**config.mk**
```make
export PLATFORM = sky130hd
export DESIGN_NAME = pi1_rr_arb_flat
export DESIGN_NICKNAME = d
export VERILOG_FILES = /design/src/rtl/pi1_rr_arb_if.sv /design/src/rtl/pi1_rr_arb.sv /design/src/flat_wrapper.sv
export SDC_FILE = /design/constraint.sdc
export NUM_CORES = 1
export LEC_CHECK = 0
export CORE_AREA = 2 2 107 109
export CTS_CLUSTER_DIAMETER = 150
export DETAILED_ROUTE_END_ITERATION = 10
export DIE_AREA = 0 0 109 111
export SETUP_SLACK_MARGIN = 0.05
export SLEW_MARGIN = 20
export SYNTH_ARGS = -nofsm -noshare
export SYNTH_HDL_FRONTEND = slang
export SYNTH_SLANG_ARGS = --single-unit
export TNS_END_PERCENT = 10
```
**constraint.sdc**
```tcl
create_clock -name clk_i -period 1.6 [get_ports clk_i]
set_input_delay 0.32 -clock clk_i [delete_from_list [all_inputs] [get_ports clk_i]]
set_output_delay 0.32 -clock clk_i [all_outputs]
set_load 0.1 [all_outputs]
```
**src/rtl/pi1_rr_arb_if.sv**
```systemverilog
// Bundle of the pi1 master-side and slave-side handshake signals handled by pi1_rr_arb.
// The arbiter connects through "master" (it masters the shared slave port); the environment uses "slave".
interface pi1_rr_arb_if #(
  parameter int MASTERCOUNT = 2,
  parameter int ARCHBITSZ   = 32
);
  localparam int SELBITSZ  = ARCHBITSZ / 8;
  localparam int ADDRBITSZ = ARCHBITSZ - $clog2(SELBITSZ);

  logic [2*MASTERCOUNT-1:0]         m_op_i;
  logic [ADDRBITSZ*MASTERCOUNT-1:0] m_addr_i;
  logic [ARCHBITSZ*MASTERCOUNT-1:0] m_data_i;
  logic [SELBITSZ*MASTERCOUNT-1:0]  m_sel_i;
  logic [MASTERCOUNT-1:0]           m_rdy_o;
  logic [ARCHBITSZ-1:0]             m_data_o;
  logic [1:0]                       s_op_o;
  logic [ADDRBITSZ-1:0]             s_addr_o;
  logic [ARCHBITSZ-1:0]             s_data_o;
  logic [SELBITSZ-1:0]              s_sel_o;
  logic [ARCHBITSZ-1:0]             s_data_i;
  logic                             s_rdy_i;

  modport master (
    input  m_op_i, m_addr_i, m_data_i, m_sel_i, s_data_i, s_rdy_i,
    output m_rdy_o, m_data_o, s_op_o, s_addr_o, s_data_o, s_sel_o
  );

  modport slave (
    output m_op_i, m_addr_i, m_data_i, m_sel_i, s_data_i, s_rdy_i,
    input  m_rdy_o, m_data_o, s_op_o, s_addr_o, s_data_o, s_sel_o
  );
endinterface

```
**src/rtl/pi1_rr_arb.sv**
```systemverilog
// Single-clock round-robin arbiter sharing one pi1 slave port among MASTERCOUNT pi1 masters.
// A grant is held from command acceptance until the read response (if any) completes.
module pi1_rr_arb #(
  parameter int  MASTERCOUNT = 2,
  parameter int  ARCHBITSZ   = 32,
  localparam int GNTBITSZ    = (MASTERCOUNT > 1) ? $clog2(MASTERCOUNT) : 1
) (
  input  logic                clk_i,
  input  logic                rst_i,
  pi1_rr_arb_if.master        bus,
  output logic [GNTBITSZ-1:0] gnt_o,
  output logic                busy_o
);
  localparam int SELBITSZ  = ARCHBITSZ / 8;
  localparam int ADDRBITSZ = ARCHBITSZ - $clog2(SELBITSZ);
  localparam logic [1:0] OP_NOOP = 2'b00;
  localparam logic [1:0] OP_WR   = 2'b01;
  localparam logic [GNTBITSZ-1:0] LAST_IDX = GNTBITSZ'(MASTERCOUNT - 1);
  localparam logic [GNTBITSZ-1:0] ZERO_IDX = {GNTBITSZ{1'b0}};

  typedef enum logic [1:0] {
    IDLE = 2'd0,
    CMD  = 2'd1,
    RESP = 2'd2
  } state_t;

  state_t                 state_r, state_s;
  logic [GNTBITSZ-1:0]    ptr_r, ptr_s, gnt_r, gnt_s, pick_s, ptr_inc_s;
  logic                   found_s;
  logic [1:0]             cur_op_s;
  logic [ADDRBITSZ-1:0]   cur_addr_s;
  logic [ARCHBITSZ-1:0]   cur_data_s;
  logic [SELBITSZ-1:0]    cur_sel_s;
  logic [1:0]             s_op_s;
  logic [ADDRBITSZ-1:0]   s_addr_s;
  logic [ARCHBITSZ-1:0]   s_data_s;
  logic [SELBITSZ-1:0]    s_sel_s;
  logic [MASTERCOUNT-1:0] m_rdy_s;

  // Fields of the currently granted master; gnt_r is always a valid index.
  assign cur_op_s   = bus.m_op_i[2*int'(gnt_r) +: 2];
  assign cur_addr_s = bus.m_addr_i[ADDRBITSZ*int'(gnt_r) +: ADDRBITSZ];
  assign cur_data_s = bus.m_data_i[ARCHBITSZ*int'(gnt_r) +: ARCHBITSZ];
  assign cur_sel_s  = bus.m_sel_i[SELBITSZ*int'(gnt_r) +: SELBITSZ];

  // Explicit wrap compare keeps non-power-of-2 counts correct.
  assign ptr_inc_s = (gnt_r == LAST_IDX) ? ZERO_IDX : gnt_r + GNTBITSZ'(1);

  // Round-robin pick: first requester scanning ptr, ptr+1, ... modulo MASTERCOUNT.
  always_comb begin
    int base_v;
    int idx_v;
    found_s = 1'b0;
    pick_s  = ptr_r;
    base_v  = 0;
    idx_v   = 0;
    for (int k = 0; k < MASTERCOUNT; k++) begin
      base_v = int'(ptr_r) + k;
      idx_v  = (base_v >= MASTERCOUNT) ? base_v - MASTERCOUNT : base_v;
      if (!found_s && (bus.m_op_i[2*idx_v +: 2] != OP_NOOP)) begin
        found_s = 1'b1;
        pick_s  = GNTBITSZ'(idx_v);
      end else begin
        pick_s  = pick_s;
      end
    end
  end

  // Next-state and output decode.
  always_comb begin
    state_s  = state_r;
    ptr_s    = ptr_r;
    gnt_s    = gnt_r;
    s_op_s   = OP_NOOP;
    s_addr_s = {ADDRBITSZ{1'b0}};
    s_data_s = {ARCHBITSZ{1'b0}};
    s_sel_s  = {SELBITSZ{1'b0}};
    m_rdy_s  = {MASTERCOUNT{1'b0}};
    case (state_r)
      IDLE: begin
        if (found_s) begin
          gnt_s   = pick_s;
          state_s = CMD;
        end else begin
          state_s = IDLE;
        end
      end
      CMD: begin
        // A withdrawn request releases the grant without advancing ptr.
        if (cur_op_s == OP_NOOP) begin
          state_s = IDLE;
        end else begin
          s_op_s          = cur_op_s;
          s_addr_s        = cur_addr_s;
          s_data_s        = cur_data_s;
          s_sel_s         = cur_sel_s;
          m_rdy_s[gnt_r]  = bus.s_rdy_i;
          if (bus.s_rdy_i && (cur_op_s == OP_WR)) begin
            state_s = IDLE;
            ptr_s   = ptr_inc_s;
          end else if (bus.s_rdy_i) begin
            state_s = RESP;
          end else begin
            state_s = CMD;
          end
        end
      end
      RESP: begin
        m_rdy_s[gnt_r] = bus.s_rdy_i;
        if (bus.s_rdy_i) begin
          state_s = IDLE;
          ptr_s   = ptr_inc_s;
        end else begin
          state_s = RESP;
        end
      end
      default: begin
        state_s = IDLE;
      end
    endcase
  end

  // State, round-robin pointer and grant registers.
  always_ff @(posedge clk_i or negedge rst_i) begin
    if (!rst_i) begin
      state_r <= IDLE;
      ptr_r   <= ZERO_IDX;
      gnt_r   <= ZERO_IDX;
    end else begin
      state_r <= state_s;
      ptr_r   <= ptr_s;
      gnt_r   <= gnt_s;
    end
  end

  assign bus.s_op_o   = s_op_s;
  assign bus.s_addr_o = s_addr_s;
  assign bus.s_data_o = s_data_s;
  assign bus.s_sel_o  = s_sel_s;
  assign bus.m_rdy_o  = m_rdy_s;
  assign bus.m_data_o = bus.s_data_i;
  assign gnt_o        = gnt_r;
  assign busy_o       = (state_r != IDLE);
endmodule

```
**src/flat_wrapper.sv**
```systemverilog
// flat-port wrapper written by rule: the top's interface ports become plain ports
module pi1_rr_arb_flat 
#(
  parameter int  MASTERCOUNT = 2,
  parameter int  ARCHBITSZ   = 32,
  localparam int GNTBITSZ    = (MASTERCOUNT > 1) ? $clog2(MASTERCOUNT) : 1
)
  (clk_i, rst_i, gnt_o, busy_o, bus_m_op_i, bus_m_addr_i, bus_m_data_i, bus_m_sel_i, bus_s_data_i, bus_s_rdy_i, bus_m_rdy_o, bus_m_data_o, bus_s_op_o, bus_s_addr_o, bus_s_data_o, bus_s_sel_o);
  pi1_rr_arb_if #(.MASTERCOUNT(MASTERCOUNT), .ARCHBITSZ(ARCHBITSZ)) bus_i ();
  input  logic clk_i;
  input  logic rst_i;
  output logic [GNTBITSZ-1:0] gnt_o;
  output logic busy_o;
  input wire logic [$bits(bus_i.m_op_i)-1:0] bus_m_op_i;
  input wire logic [$bits(bus_i.m_addr_i)-1:0] bus_m_addr_i;
  input wire logic [$bits(bus_i.m_data_i)-1:0] bus_m_data_i;
  input wire logic [$bits(bus_i.m_sel_i)-1:0] bus_m_sel_i;
  input wire logic [$bits(bus_i.s_data_i)-1:0] bus_s_data_i;
  input wire logic [$bits(bus_i.s_rdy_i)-1:0] bus_s_rdy_i;
  output wire logic [$bits(bus_i.m_rdy_o)-1:0] bus_m_rdy_o;
  output wire logic [$bits(bus_i.m_data_o)-1:0] bus_m_data_o;
  output wire logic [$bits(bus_i.s_op_o)-1:0] bus_s_op_o;
  output wire logic [$bits(bus_i.s_addr_o)-1:0] bus_s_addr_o;
  output wire logic [$bits(bus_i.s_data_o)-1:0] bus_s_data_o;
  output wire logic [$bits(bus_i.s_sel_o)-1:0] bus_s_sel_o;
  assign bus_i.m_op_i = bus_m_op_i;
  assign bus_i.m_addr_i = bus_m_addr_i;
  assign bus_i.m_data_i = bus_m_data_i;
  assign bus_i.m_sel_i = bus_m_sel_i;
  assign bus_i.s_data_i = bus_s_data_i;
  assign bus_i.s_rdy_i = bus_s_rdy_i;
  assign bus_m_rdy_o = bus_i.m_rdy_o;
  assign bus_m_data_o = bus_i.m_data_o;
  assign bus_s_op_o = bus_i.s_op_o;
  assign bus_s_addr_o = bus_i.s_addr_o;
  assign bus_s_data_o = bus_i.s_data_o;
  assign bus_s_sel_o = bus_i.s_sel_o;
  pi1_rr_arb #(.MASTERCOUNT(MASTERCOUNT), .ARCHBITSZ(ARCHBITSZ)) u_core (.clk_i(clk_i), .rst_i(rst_i), .bus(bus_i), .gnt_o(gnt_o), .busy_o(busy_o));
endmodule
```
* Word-level counts from Yosys, hierarchy flattened
Index checks and enable logic that the tools add are counted.
** Operators by class
- $add $sub $neg :: 4
- Shifts and indexed selects :: 6
- Muxes and demuxes :: 29
- Eq/ne operators :: 6
- Multipliers :: 1
- Reduce and logical (&&, ||, !) cells :: 12
- Bitwise logic cells :: 1
- Magnitude comparators :: 4
** Operators with widths (number)
- $mux 32 :: 2
- $shiftx 4x32->2 :: 2
- $shiftx 64x7->32 :: 1
- $mux 31 :: 2
- $mux 30 :: 2
- $shiftx 60x32->30 :: 1
- $ge 32x3->1 const B :: 1
- $sub 31x3->31 const B :: 1
- $mux 2 :: 7
- $mux 1 :: 10
- $mux 4 :: 2
- $reduce_bool 2->1 :: 4
- $shiftx 8x4->4 :: 1
- $pmux 2 s3 :: 1
- $mul 4x1->5 const A :: 1
- $eq 2x1->1 const B :: 2
- $logic_not 2->1 :: 2
- $ne 2x2->1 const B :: 2
- $pmux 2 s2 :: 1
- $reduce_and 4->1 :: 1
- $shiftx 4x3->2 :: 1
- $logic_and 1x1->1 :: 3
- $sub 1x2->3 const B :: 1
- $add 1x1->2 const B :: 1
- other kinds (11) :: 11
** Word-level totals
- Bits in registers :: 4
- Input bits :: 171

* Depth between registers and ports, before layout
Gate-level depths: netlist of the first run.
- Depth in word-level cells :: 10
- Gate-level depth with buffers :: 6

* Least setup slack after synthesis of the first run
No wires, ideal clock.
- Path type :: register to output
- Start :: register u_core.gnt_r (netlist: u_core.gnt_o)
- End :: output bus_m_rdy_o[0]
- Setup slack :: -2.652 ns
- Arrival :: 3.932 ns
- Data required time :: 1.280 ns
- Path buffers :: 2
- Cell stages (with the launch flop) :: 6
- Path through :: dfrtp_1 -> buf_2 -> or3_1 -> o311ai_2 -> buf_6 -> a211oi_1
** On the way
- Longest elaborated chain between the ends :: 7
** RTL lines
- start, declared :: line pi1_rr_arb.sv:28 : logic [GNTBITSZ-1:0] ptr_r, ptr_s, gnt_r, gnt_s, pick_s, ptr_inc_s;
- start signal, assigned :: line pi1_rr_arb.sv:132 : gnt_r <= gnt_s;
- $lt 1x2->1 (implied by the code) or $ge 1x1->1 (tied branches) :: line pi1_rr_arb.sv:97, pi1_rr_arb.sv:109
- $logic_and 1x1->1 (implied by the code) :: line pi1_rr_arb.sv:97, pi1_rr_arb.sv:109
- $mux 1 (implied by the code) :: line pi1_rr_arb.sv:97, pi1_rr_arb.sv:109
- $demux 1 s1
- $and 2x2->2 (no line)
- $mux 2 :: line pi1_rr_arb.sv:90 : if (cur_op_s == OP_NOOP) begin
- $pmux 2 s2 (*) :: line pi1_rr_arb.sv:79 : case (state_r)
- end, declared :: line flat_wrapper.sv:20 : output wire logic [$bits(bus_i.m_rdy_o)-1:0] bus_m_rdy_o;
Mark *: on every way between the ends. The rest lies on a longest branch, timed or not.

* Worst setup path after layout of the first run
- Start :: register u_core.gnt_r (netlist: u_core.gnt_o)
- End :: output bus_s_data_o[11]
** On the way
- Longest elaborated chain between the ends :: 4
** RTL lines
- parallel branches: the longest is 2 deep, another holds $shiftx 64x7->32
- $mux 32 (*) :: line pi1_rr_arb.sv:90
- $mux 32 (*) :: line pi1_rr_arb.sv:79
- end, declared :: line flat_wrapper.sv:24 : output wire logic [$bits(bus_i.s_data_o)-1:0] bus_s_data_o;
Every way passes the cells marked *.

==> key figures, run 1 <==
Finish
  • Commonest cells after routing, fill and taps aside: clkdlybuf4s50_1, buf_12, mux2i_1, nor2_2, nor2_4
  • Antenna diodes: 0
  • Area grow syn2layout: 218.2%
  • Fin nets: 584
  • Layout cells sized above 1: 0.4706
  • Most common cell after layout, fill and taps aside: clkdlybuf4s50_1

Critical path
  • CP delay by family, top: buffers and inverters
  • Crit path DAT: 1.78 ns
  • Crit-path max FO: 17
  • Slowest stage cell, crit path: dfrtp_4
  • Reg-to-reg startpoint: u_core.gnt_o$_DFFE_PN0P_
  • R2R setup slack: -0.09 ns
  • WP depth: 6
  • Worst Path Required: 1.28 ns
  • Buf/Inv on CP: 3
  • Worst Setup SP: u_core.gnt_o$_DFFE_PN0P_
  • Reg2reg path depth: 4
  • Crit Path Class: reg -> out
  • Crit-path max cell delay: ~0.5 ns
  • Type of origin of the critical path: register
  • CP Capture Type: primary output
  • RR Endpoint: u_core.ptr_r$_DFFE_PN0P_
  • Crit path cell chain: or3_4 > o311ai_4 > buf_12 > buf_16 > nor2_2 > buf_12
  • Worst setup path end: bus_s_data_o[11]
  • CP most frequent cell: buf_12

Route
  • Post-route antenna net violation count: 0
  • DRC viols: 0
  • Total iterations of the first detailed-routing run: 4
  • Via-per-instance ratio: slightly below 4
  • Wirelength per Cell: roughly 15 um
  • Routed via count: ~2200
  • DR iter-0 viols: 56
  • Total Wirelength: 8.050 mm

Min path
  • HP Class: in -> async

Timing
  • Final worst slack: -0.5026 ns
  • Slew headroom: 0.7888
  • Endpoints failing hold: 0
  • Tightest Pin Transition: 0.3126 ns
  • Highest clock rate: 475.6 MHz
  • Clock Skews: 0.003627 ns
  • Final min period: approximately 2.1 ns
  • Finish-stage setup viols: 71
  • Final Max Tran Viols: 0
  • Final hold slack: 0.2992 ns
  • RSZ-0062 raised after global routing: yes
  • Fin crit share: 1.314

Clock network
  • Cts bufs inserted: 3
  • Root Buffer: clkbuf_16
  • Cts hold-fix bufs: 0
  • Clock Path Buffers: 2
  • Clock slew at reported path FFs: about 0.030 ns
  • Clk Latency, worst-skew pair: 0.22 ns
  • CTS tree: built
  • CTS H-Tree Depth: 1
  • Clock sinks: 4

Place
  • PortBufs: 210
  • Post-DP HPWL: 6.856 mm
  • Placer Congestion: 0.8158

GRT
  • First-pass GRT wire length: roughly 12 mm
  • GRT overflow: 0
  • Initial antenna violation count: 0
  • Largest net degree at the start of global routing: 24
  • Vias in the first global route: 2402
  • GRT Total Usage: 0.1245

Yosys
  • Post-synthesis cell type count: 26
  • Register area share after synthesis: 0.06294
  • Yosys warning total: 0
  • Avg Cell Area, Syn: about 7.3 sq um
  • Mapped cell area: approximately 0.0016 sq mm
  • Synth Net Count: 392
  • #FFs+latches synth: 4
  • Mapped Cells: 217

Run status
  • Failing checks: setup timing
  • Status: complete, but fails checks

Floorplanning
  • Core ar.: 0.01108 sq mm
  • Chip height: 111 um
  • Row cnt: 39
  • Die width: between 100 and 150 um
  • IO Count: roughly 280
  • Die area: 0.01210 sq mm
  • Initial core utilization: 0.1436

Run
  • # Max-Cap Violations: 0
final cells by class:
class                      count  area [sq um]
multi-input combinational    159          1521
tap                          143         178.9
fill                        1034          6017
timing repair buffer         234          3146
sequential                     4         103.9
clock buffer                   4         78.83
inverter                       7         31.28
logic make-up after synthesis:
group	after synthesis	synth area share
muxes	69	0.4351
adders and majority gates	4	0.03147
DFF	4	0.06295
and+or+nand+nor	75	0.1912
AOI/OAI and AO/OA	11	0.05508
buffers and inverters	54	0.2242
synthesized netlist by cell type (all sizes together):
| cell type | number | share of area |
|---|---|---|
| and4b | 1 | 0.0063 |
| o211a | 1 | 0.0063 |
| dfrtp | 4 | 0.063 |
| or2 | 1 | 0.0039 |
| o31ai | 1 | 0.0047 |
| mux2i | 68 | 0.43 |
| nor4bb | 1 | 0.0063 |
| mux2 | 1 | 0.0071 |
| o22ai | 1 | 0.0039 |
| o41ai | 1 | 0.0055 |
| a211oi | 2 | 0.0094 |
| a21oi | 1 | 0.0031 |
| or3 | 1 | 0.0039 |
| buf | 47 | 0.21 |
| nor2 | 68 | 0.16 |
| o311ai | 2 | 0.016 |
| ha | 4 | 0.031 |
| inv | 7 | 0.017 |
| o21ai | 2 | 0.0063 |
| nand2b | 1 | 0.0039 |
| nand2 | 1 | 0.0024 |
| nor2b | 1 | 0.0039 |
how the worst min path moves through the flow:
stage                        startpoint                  endpoint  slack, ns  cells after the start
2_1_floorplan                     rst_i  u_core.ptr_r$_DFFE_PN0P_       0.02                      0
3_3_place_gp   u_core.ptr_r$_DFFE_PN0P_  u_core.ptr_r$_DFFE_PN0P_       0.49                      1
3_5_place_dp   u_core.ptr_r$_DFFE_PN0P_  u_core.ptr_r$_DFFE_PN0P_       0.49                      1
4_1_cts                           rst_i  u_core.gnt_o$_DFFE_PN0P_       0.31                      1
5_1_grt                           rst_i  u_core.gnt_o$_DFFE_PN0P_       0.32                      1
6_report                          rst_i  u_core.gnt_o$_DFFE_PN0P_       0.30                      1
per-stage QoR:
stage	instance area, sq um	std cells	setup WS (ns)	TNS [ns]	utilization
6_report	5060	551	-0.5026	-32.60	0.4568
3_3_place_gp	4818	545	-0.8703	-55.59	0.4350
3_5_place_dp	4818	545	-0.8731	-55.40	0.4350
2_1_floorplan	1913	217	-0.7837	-50.34	-
5_1_grt	5060	551	-0.5510	-35.93	0.4568
4_1_cts	4987	551	-0.5122	-33.33	0.4502
repair_timing:
item                       CTS  global route
pin swaps                   17             5
setup endpoints to repair   73            72
cloned                       0             0
gates resized for setup     19            18
buffers inserted             2             0
worst reg2reg max path, delay by kind of cell, from the launching register on:
kind | cells | cell delay (ns)
mux | 1 | 0.36
flops | 1 | 0.50
simple gates | 1 | 0.24
compound gates | 1 | 0.28
buf+inv | 1 | 0.19
layer usage:
metal | track usage | vias to the layer above | wire (um)
li1 | - | 1078 | -
met1 | 0.1283 | 998 | 2809
met2 | 0.2542 | 93 | 4540
met3 | 0.02587 | 10 | 659
met4 | 0.01453 | 0 | 40
met5 | 0 | - | 0
state kept, by name (all words and copies together) (netlist names):
register        flops
u_core.ptr_r        1
u_core.gnt_o        1
u_core.state_r      2
Power of run 1 is left out: the tool's default activity adds up to more than one toggle a clock period on the data nets, which glitch-free logic cannot reach.
==> run 2, diff against run 1 <==
Settings changed: ABC_AREA from default to 1, CORE_AREA 2 2 107 109 to 2 2 105 107, DIE_AREA 0 0 109 111 to 0 0 107 109, MAX_ROUTING_LAYER from default to met4, PLACE_DENSITY from default to 0.65.
==> run 2 against run 1 <==
The run still ends with setup timing left. Non-clock buffer count increased by 12. Final cell count increased by 18%. First-iteration DRC count increased by 79%. Design area increased by 10%. Core utilization increased by 6.9 points. Via count increased by 25%. Routed wire length increased by 18%. Synthesized area increased by 8.2%. Critical path type unchanged. Largest cell class unchanged. Highest routed layer unchanged.
==> key figures, run 2 <==
Place
  • PortBufs: 210
  • Placer Congestion: 0.8528
  • Post-DP HPWL: 7.483 mm

Critical path
  • Worst Setup SP: u_core.gnt_o$_DFFE_PN0P_
  • Reg-to-reg startpoint: u_core.gnt_o$_DFFE_PN0P_
  • Worst setup path end: bus_s_data_o[22]
  • CP Capture Type: primary output
  • Reg2reg path depth: 9
  • Crit-path max FO: 6
  • RR Endpoint: u_core.ptr_r$_DFFE_PN0P_
  • Worst Path Required: about 1.3 ns
  • Crit Path Class: reg -> out
  • R2R setup slack: roughly 0.18 ns
  • Type of origin of the critical path: register
  • Crit path DAT: approximately 1.8 ns

Yosys
  • XOR/XNOR share of the synthesized area: 0
  • Compound-cell area share of the yosys netlist: 0.2953
  • Synth top cells by count: nand2_1, a21oi_2, buf_4
  • Area leader, netlist: nand2_1
  • #FFs+latches synth: 4
  • Mapped cell area: 0.001720 sq mm
  • Most frequent cell after synthesis: nand2_1
  • Top cell type's share of synthesized area: 0.3382
  • Avg Cell Area, Syn: 5.532 sq um
  • Synth Net Count: 486
  • Post-synth EDFFs: 0
  • Post-synthesis cell type count: 17
  • Register area share after synthesis: 0.05818
  • Synth area leaders: nand2_1, a21oi_2, buf_4
  • Yosys warning total: 0
  • Synth Area in Adders: 0.02909
  • Mapped Cells: 311
  • Largest family of logic cells by synthesized area: simple AND/OR/NAND/NOR gates
  • Post-Synth Simple-Gate Area: 0.3673
  • Ys async rst share: 1.000
  • Synth Flop Type: dfrtp_1
  • Mux contribution to synthesized area: 0

Route
  • Routed via count: 2719
  • Total Wirelength: 9.508 mm
  • Via-per-instance ratio: 4.190
  • DR iter-0 viols: 100
  • DRC viols: 0
  • Total iterations of the first detailed-routing run: 4
  • Wirelength per Cell: 14.65 um
  • Post-route antenna net violation count: 0

GRT
  • GRT overflow: 0
  • Initial antenna violation count: 0
  • GRT Total Usage: 0.1561
  • Largest net degree at the start of global routing: 40
  • First-pass GRT wire length: 14.31 mm
  • Vias in the first global route: 2900

Floorplanning
  • Die width: ~110 um
  • Initial core utilization: 0.1623
  • Row cnt: 38
  • Chip height: between 100 and 150 um
  • Core ar.: 0.01060 sq mm
  • IO Count: 275
  • Die area: 0.01166 sq mm

Timing
  • Final worst slack: -0.4698 ns
  • Fin crit share: 1.294
  • Tightest Pin Transition: 0.3372 ns
  • Clock Skews: 0.0002664 ns
  • Highest clock rate: between 400 and 500 MHz
  • Endpoints failing hold: 0
  • Slew headroom: 0.7752
  • Final Max Tran Viols: 0
  • RSZ-0062 raised after global routing: yes
  • Final min period: 2.070 ns
  • Finish-stage setup viols: 70

Finish
  • Commonest cells after routing, fill and taps aside: nand2_1, clkdlybuf4s50_1, buf_12, a21oi_4, buf_4
  • Most flop-heavy register: u_core.state_r
  • Area grow syn2layout: 224.1%
  • Max reg flops: 2
  • Layout cells sized above 1: 0.3929
  • Fin nets: 685
  • Antenna diodes: 0
  • Most common cell after layout, fill and taps aside: nand2_1
  • Fillers: 921
  • Core Util, Final: 0.5260

Clock network
  • CTS H-Tree Depth: 1
  • Cts hold-fix bufs: 0
  • CTS tree: built
  • Clk Latency, worst-skew pair: 0.23 ns
  • Cts bufs inserted: 3
  • Clock Path Buffers: 2
  • Root Buffer: clkbuf_8
  • Clock slew at reported path FFs: 0.04 ns
  • Clock sinks: 4

Min path
  • HP Class: in -> async

Run
  • # Max-Cap Violations: 0

Run status
  • Status: complete, but fails checks
  • Failing checks: setup timing
[run 2: cell types whose count changed after synthesis, moves of 6 or more]
cell / change
nor2_1: -66
a21oi_1: +29
nand2_1: +154
inv_1: +6
clkbuf_1: +12
buf_2: -9
a21oi_2: +40
mux2i_1: -68
[run 2: final cells by class]
type | count | area [sq um] | area share
well taps | 140 | 175.2 | 0.03141
inverters | 14 | 70.07 | 0.01256
flip-flops and latches | 4 | 103.9 | 0.01862
repair inverters | 2 | 20.02 | 0.003590
clock buffers | 4 | 45.04 | 0.008077
multi-input cells | 239 | 1863 | 0.3341
repair buffers | 246 | 3299 | 0.5917
[run 2: critical path, cell delays in order, from the launching register on]
cell and delay, ns:
dfrtp_4 0.51, inv_4 0.10, nand2_4 0.05, nand2_4 0.07
nand2_4 0.07, nand2_8 0.10, buf_12 0.12, inv_8 0.04
buf_12 0.14, a21oi_4 0.13, buf_12 0.19
[run 2: how the worst min path moves through the flow]
stage          slack [ns]                          end                startpoint
2_1_floorplan        0.02     u_core.ptr_r$_DFFE_PN0P_                     rst_i
3_3_place_gp         0.47     u_core.ptr_r$_DFFE_PN0P_  u_core.ptr_r$_DFFE_PN0P_
3_5_place_dp         0.48     u_core.ptr_r$_DFFE_PN0P_  u_core.ptr_r$_DFFE_PN0P_
4_1_cts              0.30     u_core.ptr_r$_DFFE_PN0P_                     rst_i
5_1_grt              0.32  u_core.state_r[1]$_DFF_PN0_                     rst_i
6_report             0.31     u_core.gnt_o$_DFFE_PN0P_                     rst_i
[run 2: per-stage QoR]
stage / cell area (sq um) / hold WS, ns / setup slack [ns] / setup TNS (ns) / std cells
6_report: 5577 / 0.3090 / -0.4698 / -30.08 / 649
5_1_grt: 5577 / 0.3165 / -0.5254 / -34.28 / 649
4_1_cts: 5419 / 0.3022 / -0.4700 / -30.66 / 644
3_5_place_dp: 5190 / 0.4754 / -0.5539 / -35.92 / 631
3_3_place_gp: 5190 / 0.4699 / -0.5280 / -34.76 / 631
2_1_floorplan: 2364 / 0.02441 / -0.7276 / -49.15 / 311
[run 2: logic make-up after synthesis]
family                   Yosys count
flip-flops                         4
AND/OR/NAND/NOR                  164
AO/OA/AOI/OAI                     71
adder cells (fa/ha/maj)            4
buffers and inverters             68
[run 2: metal layers]
metal | wire length (um) | vias up | global-route usage
met3 | 607 | 25 | 0.02510
met4 | 147 | 0 | 0.03896
met1 | 3620 | 1236 | 0.1759
met2 | 5132 | 110 | 0.2880
met5 | 0 | - | -
li1 | - | 1348 | -
[run 2: what timing repair did]
action / in CTS / in global routing
setup buffers: 7 / 1
gates resized for setup: 32 / 14
cloned: 2 / 4
endpoints found under the hold margin: 0 / 0
setup endpoints to repair: 71 / 71
pin swaps: 8 / 4
Power of run 2 is left out for the same reason.
